[src/rtl/hub75_scan_driver.sv]
// HUB75 row-scan driver: fetches one row of pixel words per scan line, shifts them
// out as a binary-compare PWM plane, latches the row and opens the output-enable window.
module hub75_scan_driver #(
    parameter int  COLS      = 160,
    parameter int  SCAN_ROWS = 20,
    parameter int  DEPTH     = 3,
    parameter int  CHAN      = 2,
    parameter int  ON_TIME   = 64,
    localparam int ROW_W     = $clog2(SCAN_ROWS),
    localparam int ADDR_W    = $clog2(COLS * SCAN_ROWS)
) (
    input  logic                    i_clk,
    input  logic                    i_rst,
    input  logic                    i_enable,
    input  logic [7:0]              i_brightness,
    output logic                    o_rd_en,
    output logic [ADDR_W-1:0]       o_rd_addr,
    input  logic [CHAN*6*DEPTH-1:0] i_rd_data,
    input  logic                    i_swap_req,
    output logic                    o_swap_ack,
    output logic                    o_buf_sel,
    output logic                    o_data_clock,
    output logic                    o_data_latch,
    output logic                    o_data_blank,
    output logic [CHAN-1:0]         o_data_r,
    output logic [CHAN-1:0]         o_data_g,
    output logic [CHAN-1:0]         o_data_b,
    output logic [CHAN-1:0]         o_data_r2,
    output logic [CHAN-1:0]         o_data_g2,
    output logic [CHAN-1:0]         o_data_b2,
    output logic [ROW_W-1:0]        o_row_select,
    output logic                    o_frame_done
);
    localparam int               COL_W    = (COLS > 1) ? $clog2(COLS) : 1;
    localparam logic [COL_W-1:0] COL_LAST = COL_W'(COLS - 1);
    localparam logic [ROW_W-1:0] ROW_LAST = ROW_W'(SCAN_ROWS - 1);
    localparam logic [DEPTH-1:0] PWM_MAX  = {DEPTH{1'b1}};
    localparam logic [7:0]       ON_LAST  = 8'(ON_TIME - 1);

    typedef enum logic [2:0] {
        S_IDLE, S_FETCH, S_SHIFT, S_BLANK, S_LATCH, S_UNLATCH, S_DISPLAY
    } state_t;

    state_t                  state, state_nx;
    logic [COL_W-1:0]        col;
    logic                    phase_b;
    logic [7:0]              disp_cnt;
    logic [ROW_W-1:0]        row;
    logic [DEPTH-1:0]        pwm_cnt;
    logic                    pending;
    logic [ADDR_W-1:0]       row_base;
    logic [CHAN-1:0][5:0]    rgb_p0, rgb_p1, rgb_out;
    logic                    disp_last, row_last;

    function automatic logic pwm_lit(input logic [DEPTH-1:0] level, input logic [DEPTH-1:0] value);
        return level <= value;
    endfunction

    assign row_base  = ADDR_W'(row) * ADDR_W'(COLS);
    assign disp_last = (disp_cnt == ON_LAST);
    assign row_last  = (row == ROW_LAST);

    // Stage p0: compare the word arriving this cycle against the current PWM level
    always_comb begin
        for (int c = 0; c < CHAN; c++)
            for (int k = 0; k < 6; k++)
                rgb_p0[c][k] = pwm_lit(pwm_cnt, i_rd_data[c*6*DEPTH + k*DEPTH +: DEPTH]);
    end

    // Live compare during clock-low cycle, held value during clock-high cycle
    always_comb begin
        rgb_out = (state == S_SHIFT && !phase_b) ? rgb_p0 : rgb_p1;
        for (int c = 0; c < CHAN; c++) begin
            o_data_r[c]  = rgb_out[c][5];
            o_data_g[c]  = rgb_out[c][4];
            o_data_b[c]  = rgb_out[c][3];
            o_data_r2[c] = rgb_out[c][2];
            o_data_g2[c] = rgb_out[c][1];
            o_data_b2[c] = rgb_out[c][0];
        end
    end

    always_comb begin
        state_nx     = state;
        o_rd_en      = 1'b0;
        o_rd_addr    = '0;
        o_data_clock = 1'b0;
        o_data_latch = 1'b0;
        o_data_blank = 1'b1;
        o_frame_done = 1'b0;
        case (state)
            S_IDLE:    if (i_enable) state_nx = S_FETCH;
            S_FETCH: begin
                o_rd_en   = 1'b1;
                o_rd_addr = row_base;
                state_nx  = S_SHIFT;
            end
            S_SHIFT: begin
                if (phase_b) begin
                    o_data_clock = 1'b1;
                    if (col == COL_LAST) begin
                        state_nx = S_BLANK;
                    end else begin
                        o_rd_en   = 1'b1;
                        o_rd_addr = row_base + ADDR_W'(col) + ADDR_W'(1);
                    end
                end
            end
            S_BLANK:   state_nx = S_LATCH;
            S_LATCH: begin
                o_data_latch = 1'b1;
                state_nx     = S_UNLATCH;
            end
            S_UNLATCH: state_nx = S_DISPLAY;
            S_DISPLAY: begin
                o_data_blank = (disp_cnt >= i_brightness);
                if (disp_last) begin
                    o_frame_done = row_last && (pwm_cnt == PWM_MAX);
                    state_nx     = i_enable ? S_FETCH : S_IDLE;
                end
            end
            default:   state_nx = S_IDLE;
        endcase
        o_swap_ack = o_frame_done && (pending || i_swap_req);
    end

    // Stage p1: shift registers, scan counters and buffer ownership
    always_ff @(posedge i_clk) begin
        if (i_rst) begin
            state        <= S_IDLE;
            col          <= '0;
            phase_b      <= 1'b0;
            disp_cnt     <= '0;
            row          <= '0;
            pwm_cnt      <= DEPTH'(1);
            pending      <= 1'b0;
            o_buf_sel    <= 1'b0;
            o_row_select <= '0;
            rgb_p1       <= '0;
        end else begin
            state <= state_nx;
            case (state)
                S_FETCH: begin
                    col     <= '0;
                    phase_b <= 1'b0;
                end
                S_SHIFT: begin
                    phase_b <= ~phase_b;
                    if (!phase_b)
                        rgb_p1 <= rgb_p0;
                    else if (col != COL_LAST)
                        col <= col + COL_W'(1);
                end
                S_LATCH:   o_row_select <= row;
                S_UNLATCH: disp_cnt <= '0;
                S_DISPLAY: begin
                    disp_cnt <= disp_cnt + 8'd1;
                    if (disp_last) begin
                        if (row_last) begin
                            row     <= '0;
                            pwm_cnt <= (pwm_cnt == PWM_MAX) ? DEPTH'(1) : pwm_cnt + DEPTH'(1);
                        end else begin
                            row <= row + ROW_W'(1);
                        end
                    end
                end
                default: ;
            endcase
            if (o_swap_ack) begin
                o_buf_sel <= ~o_buf_sel;
                pending   <= 1'b0;
            end else if (i_swap_req) begin
                pending <= 1'b1;
            end
        end
    end
endmodule

[config.mk]
export PLATFORM = sky130hd
export DESIGN_NAME = hub75_scan_driver
export DESIGN_NICKNAME = d
export VERILOG_FILES = /design/src/rtl/hub75_scan_driver.sv
export SDC_FILE = /design/constraint.sdc
export NUM_CORES = 1
export LEC_CHECK = 0
export CAP_MARGIN = 10
export CORE_UTILIZATION = 25
export DETAILED_ROUTE_END_ITERATION = 16
export GPL_TIMING_DRIVEN = 0
export PLACE_DENSITY = 0.56
export SYNTH_ARGS = -nofsm -noshare
export SYNTH_HDL_FRONTEND = slang
export SYNTH_SLANG_ARGS = --single-unit
[constraint.sdc]
create_clock -name i_clk -period 2.4 [get_ports i_clk]
set_input_delay 0.24 -clock i_clk [delete_from_list [all_inputs] [get_ports i_clk]]
set_output_delay 0.24 -clock i_clk [all_outputs]
set_load 0.01 [all_outputs]
==> results of run 1 <==
layer usage:
layer / global-route usage / up-vias / wire (microns)
met2: 0.251 / 56 / 5230
met1: 0.182 / 1727 / 5020
li1: - / 1911 / -
met4: 0.0505 / 0 / 171
met5: 0 / - / 0
met3: 0.0151 / 10 / 336
report_power, final:
part	switching [mW]	internal, mW	total (mW)
logic	0.248	0.236	0.484
registers	0.0135	0.801	0.814
clock network	0.314	0.494	0.807
total	0.575	1.53	2.11
cells in the mapped netlist, types with 3 or more instances:
master,count
nand4_1,3
o31ai_1,3
nand3_1,11
a21oi_1,56
nand2_1,26
inv_1,55
clkbuf_1,15
nor2_1,44
a31oi_1,12
xor2_1,9
dfxtp_1,47
nor3_1,12
a211oi_1,16
o21ai_0,18
a21o_1,18
and3_1,5
o21bai_1,3
xnor2_1,5
ha_1,58
nand2b_1,9
flip-flops by register name (all words and copies together) (netlist names):
signal / count
rgb_p1: 12
col: 8
disp_cnt: 8
o_row_select: 5
row: 5
pwm_cnt: 3
state: 3
o_buf_sel: 1
pending: 1
phase_b: 1
timing repair:
action | CTS | global route
buffers inserted | 19 | 12
setup endpoints to repair | 28 | 22
gates resized for setup | 80 | 24
endpoints found under the hold margin | 0 | 0
pin swaps | 13 | 5
hold buffers | 0 | 0
final timing paths:
| kind | to | depth (start not counted) |
|---|---|---|
| worst max-delay path | o_rd_addr[10] | 8 |
| worst min-delay path | o_row_select[1] | 2 |
| worst max register to register | pwm_cnt[0] | 8 |
| worst min register to register | o_row_select[1] | 2 |
critical path, stage by stage (launching register included):
cell     delay [ps]
dfxtp_4         350
ha_4            240
ha_4            160
inv_2            50
fa_2            450
or3_4           380
or3b_4          390
o21ai_4          70
buf_6           120
final cells by class:
class                      instances  area [sq um]
fill                            1479          9010
multi-input combinational        348          2750
buffer                            19           104
clock inverter                     1          30.0
tap                              184           230
inverter                          55           210
clock buffer                       7           133
timing repair buffer             114          1030
sequential                        47           980
kinds of logic after synthesis:
family | Yosys count
AOI/OAI and AO/OA | 141
xor gates and xnor gates | 14
adders and majority gates | 59
buffers and inverters | 75
DFF | 47
muxes | 4
and+or+nand+nor | 130
metrics by stage:
step	cells	worst slack, ps	setup TNS [ps]	instance area, sq um	power [mW]
floorplan	470	1.91	0	3740	1.08
global placement	737	-708	-6320	4800	1.31
detailed placement	737	-740	-6600	4800	1.31
CTS	763	-375	-1030	5290	2.12
global route	775	-405	-931	5470	2.22
finish	775	-345	-724	5470	2.11
==> impl_metrics.toml, run 1 <==
[timing]
finalCritPeriodShare = 1.14
setup_viol_count_final = 3
worst_hold_margin_ps = 485
slew-limit-headroom = 0.609
final.setup_skew_ps = 7.70
slew_viol_final = 0
worst_slew_pin_slew_ps = 586
max_freq_mhz = 364
fin_crit_period_ps = 2740
setup_repair_after_global_routing_missed_its_margin = "yes"
final.setup.worst_slack_ps = -345
number_of_failing_hold_endpoints_at_the_final_stage = 0

[die]
ioPinCount = 84
fp-row-count = 44
die_width_microns = 124
starting_density_of_the_core = 0.255
floorplan.core_area_sq_mm = 0.0145
die_height_microns = 124
fp.dieArea_sq_mm = 0.0153

[setup_path]
data_arrival_time_of_the_critical_path_ps = 2500
timing.setup.critical_path_class = "reg2out"
cp_max_fo = 3
worst_r2r_startpoint = "row[0]"
r2r_setup_slack_ps = 160
worst_setup_path_end_kind = "primary output"
startpoint = "row[1]"
startpoint_type = "flop"
cp.required_ps = 2160

[yosys]
synth_enable_flop_cells = 0
synth.top_cell.area_share = 0.254
synth.lib_cells_used.distinct = 54
yosys_warnings = 0
synth.top_cells.by_area = "dfxtp_1 (25%), ha_1 (20%), a21oi_1 (7.6%)"
synth_compound_area_frac = 0.238
synthAdderAreaFrac = 0.202
ys_seq_elements = 47
synth_largest_area_cell = "dfxtp_1"
synth_top_family_by_area = "compound AO/OA/AOI/OAI gates"
synth_area_sq_mm = 0.00370
synth_fp_nets = 577
ys_async_sr_fraction = 0
post_synth_xor_area_fraction = 0.0332
syn-mean-instance-area_sq_um = 7.87
post_synth_and_or_nand_nor_area_fraction = 0.181
synthesis.instances = 470
sequential_to_total_area_share_from_yosys_stat = 0.254
synthMuxAreaShare = 0.0125
synthFlopType = "dfxtp_1"

[clocking]
tritoncts_num_sinks = 47
clock_path_buffers = 2
cts_buffers = 5
cts_tree = "built"
htree_levels = 2
clk_transition_reported_paths_ps = 70
cts_root_buf = "clkbuf_16"
worst_skew_pair.late_latency_ps = 290

[detailed_routing]
num_vias = 3704
initialDrtViolationCount = 168
drt-total-wl_microns = 10800
routed_via_density = 4.78
wl_per_cell_microns = 13.9
drt_first_pass_iters = 10
drc_errors = 1
drt.antenna.violating_nets = 0

[finish]
fin_nets = 697
mostFrequentLayoutCells = "clkdlybuf4s50_1 (59), a21oi_1 (56), inv_1 (53)"
area_delta_synth_final_pct = 47.9
utilization = 0.378
final_layout_size_suffix_gt1_frac = 0.173
diodes = 0
final_common_cell = "clkdlybuf4s50_1"

[power_and_ir_drop]
irDropWorstVdd_mv = 0.223
p_leak_nw = 2.43
p_per_area_mw_per_mm2 = 385

[worst_hold_path]
worst_hold_path_type = "reg2reg"
timing.hold.worst.start = "o_row_select[1]"

[placement]
dp_hpwl_microns = 7640
port_buffers = 83
gp_congestion = 0.777

[status]
failed_checks = "DRC, setup timing"
run_status = "finished with violations"

[global_routing]
grt_util_all_layers = 0.144
grt_overflow_total = 0
grt_pass1_vias = 3636
grt_max_degree = 15
grt_antenna_before_repair = 0
first_pass_grt_wire_length_microns = 17400

[flow_run]
count_of_max_cap_constraint_violations = 0
No activity file was read; power rests on OpenSTA's default activity.
==> run 2: changes to the inputs <==
Settings changed: ABC_CLOCK_PERIOD_IN_PS from default to 2400.
==> results of run 2 <==
No change in the layout: final DEF, timing and power equal those of run 1.
==> run 3: changes to the inputs <==
Settings changed: DONT_BUFFER_PORTS from default to 1, PLACE_DENSITY 0.56 to 0.49, TNS_END_PERCENT from default to 50.
==> run 3 against run 2 <==
The run still ends with DRC, setup timing left. Design area is 20% lower. Sequential share of layout area is 4.2 points higher. Non-clock buffer count is 100 lower. Clock-buffer cell count is 2 lower. First-iteration DRC count is 26% higher. Critical path depth is 1 lower. Global-route usage is 1.5 points lower. Maximum frequency is 4.3% higher. Core utilization is 7.7 points lower. Worst hold slack worse by 300 ps. Die area stayed put. Highest routed layer unchanged.
==> impl_metrics.toml, run 3 (synthesis gave the netlist of run 1 again) <==
[detailed_routing]
highest-signal-layer = "met4"
detail_route.wirelength.met1_microns = 4370
met2WireLength_microns = 4780
drt-total-wl_microns = 9720
wl_per_cell_microns = 14.4
initialDrtViolationCount = 212
drc_errors = 1
routed_via_density = 4.88
drt.antenna.violating_nets = 0
met3_wirelength_microns = 420
drt_first_pass_iters = 10
num_vias = 3291

[setup_path]
worst_setup_path_end_kind = "primary output"
cp.required_ps = 2160
worst_path_largest_cell_delay_ps = 450
r2r_cells = 6
startpoint_type = "flop"
worstPathCellList = "ha_4, ha_4, inv_2, fa_2, or3_4, or3b_4, o21ai_4"
timing.critical_path.max_delay_family = "adder cells"
worst-path-buf-inv = 1
cp.depth = 7
cp_max_fo = 3
cpMostUsedCell = "ha_4"
timing.setup.critical_path_class = "reg2out"
slowest_stage = "fa_2"
data_arrival_time_of_the_critical_path_ps = 2390

[power_and_ir_drop]
p_per_area_mw_per_mm2 = 428
irDropWorstVdd_mv = 0.351
total_chip_power_mw = 1.86
p_leak_nw = 1.90

[timing]
finalCritPeriodShare = 1.10
worst_slew_pin_slew_ps = 654
fin_setup_tns_ps = -449
setup_viol_count_final = 2
fin_crit_period_ps = 2630
number_of_failing_hold_endpoints_at_the_final_stage = 0
final.setup_skew_ps = 8.46
max_freq_mhz = 380
worst_hold_margin_ps = 183
final.setup.worst_slack_ps = -233
slew-limit-headroom = 0.563
setup_repair_after_global_routing_missed_its_margin = "yes"
slew_viol_final = 0

[worst_hold_path]
worst_hold_path_type = "in2reg"
min_delay_path_depth = 2

[clocking]
worst_skew_pair.late_latency_ps = 290
clk_transition_reported_paths_ps = 70
postCtsHoldBufs = 0
cts_tree = "built"
cts_buffers = 5
clock_path_buffers = 2
htree_levels = 2
cts_root_buf = "clkbuf_16"
tritoncts_num_sinks = 47

[status]
run_status = "finished with violations"
failed_checks = "DRC, setup timing"

[die]
die_width_microns = 124
floorplan.core_area_sq_mm = 0.0145
fp.dieArea_sq_mm = 0.0153
fp-row-count = 44
ioPinCount = 84
starting_density_of_the_core = 0.255
die_height_microns = 124

[finish]
mostFrequentLayoutCells = "a21oi_1 (56), inv_1 (53), ha_1 (52)"
largest_register_ff_count = 12
diodes = 0
fin_nets = 597
area_delta_synth_final_pct = 17.6
regMostFlops = "rgb_p1"
final_common_cell = "a21oi_1"
top_regs = "rgb_p1 x12, col x8, disp_cnt x8"
fillerInstances = 1530
final_layout_size_suffix_gt1_frac = 0.138

[flow_run]
count_of_max_cap_constraint_violations = 0

[global_routing]
grt_util_all_layers = 0.128
first_pass_grt_wire_length_microns = 15400
grt_overflow_total = 0
grt_antenna_before_repair = 0
grt_pass1_vias = 3042
grt_max_degree = 18

[placement]
dp_hpwl_microns = 7300
gp_congestion = 0.757
port_buffers = 0
-- run 3: cell types whose count changed in the layout (fill, tap and decap cells not counted), moves of 4 or more --
| cell | change |
|---|---|
| clkdlybuf4s50_1 | -59 |
| buf_4 | -17 |
| dlygate4sd2_1 | -17 |
| ha_4 | -6 |
| dfxtp_4 | -4 |
| dfxtp_1 | +5 |
-- run 3: metrics by stage --
| stage | instances | setup WS [ps] | instance area [sq um] | utilization |
|---|---|---|---|---|
| CTS | 668 | -240 | 4240 | 0.293 |
| detailed placement | 654 | -220 | 3970 | 0.274 |
| global route | 675 | -329 | 4350 | 0.300 |
| floorplan | 470 | 1.91 | 3740 | - |
| global placement | 654 | -166 | 3970 | 0.274 |
| finish | 675 | -233 | 4350 | 0.300 |
-- run 3: final timing paths --
check	start	endpoint	slack, ps
max	row[1]	o_rd_addr[10]	-230
min	i_swap_req	pending	180
max reg2reg	disp_cnt[1]	o_buf_sel	130
min reg2reg	rgb_p1[5]	rgb_p1[5]	540
-- run 3: final cells by class --
class                   instances  area, sq um  area share
clock buffers                   5          125      0.0288
clock inverters                 3         25.0     0.00575
plain buffers                  19         83.8      0.0193
multi-input cells             348         2610       0.599
repair buffers                 14          105      0.0242
inverters                      55          210      0.0483
well taps                     184          230      0.0529
flip-flops and latches         47          963       0.221
-- run 3: routing by layer --
metal | vias up | GRT usage
li1 | 1707 | -
met1 | 1516 | 0.158
met2 | 58 | 0.225
met3 | 10 | 0.0256
met4 | 0 | 0.0361
met5 | - | 0
-- run 3: worst reg2reg max path, delay by kind of cell, from the launching register on --
kind / cells / cell delay, ps
and+or+nand+nor: 4 / 1220
muxes: 1 / 310
adders and majority gates: 1 / 230
DFF: 1 / 410
-- run 3: where the power goes --
| group | total, mW | switching [mW] | internal (mW) | leakage (nW) |
|---|---|---|---|---|
| Sequential | 0.817 | 0.0126 | 0.804 | 0.386 |
| Clock | 0.719 | 0.325 | 0.394 | 0.0708 |
| Combinational | 0.325 | 0.220 | 0.104 | 1.44 |
-- run 3: what timing repair did --
action,in CTS,in global routing
pin swaps,8,8
resized for setup,24,12
setup buffers,6,8
endpoints found under the setup margin,22,28
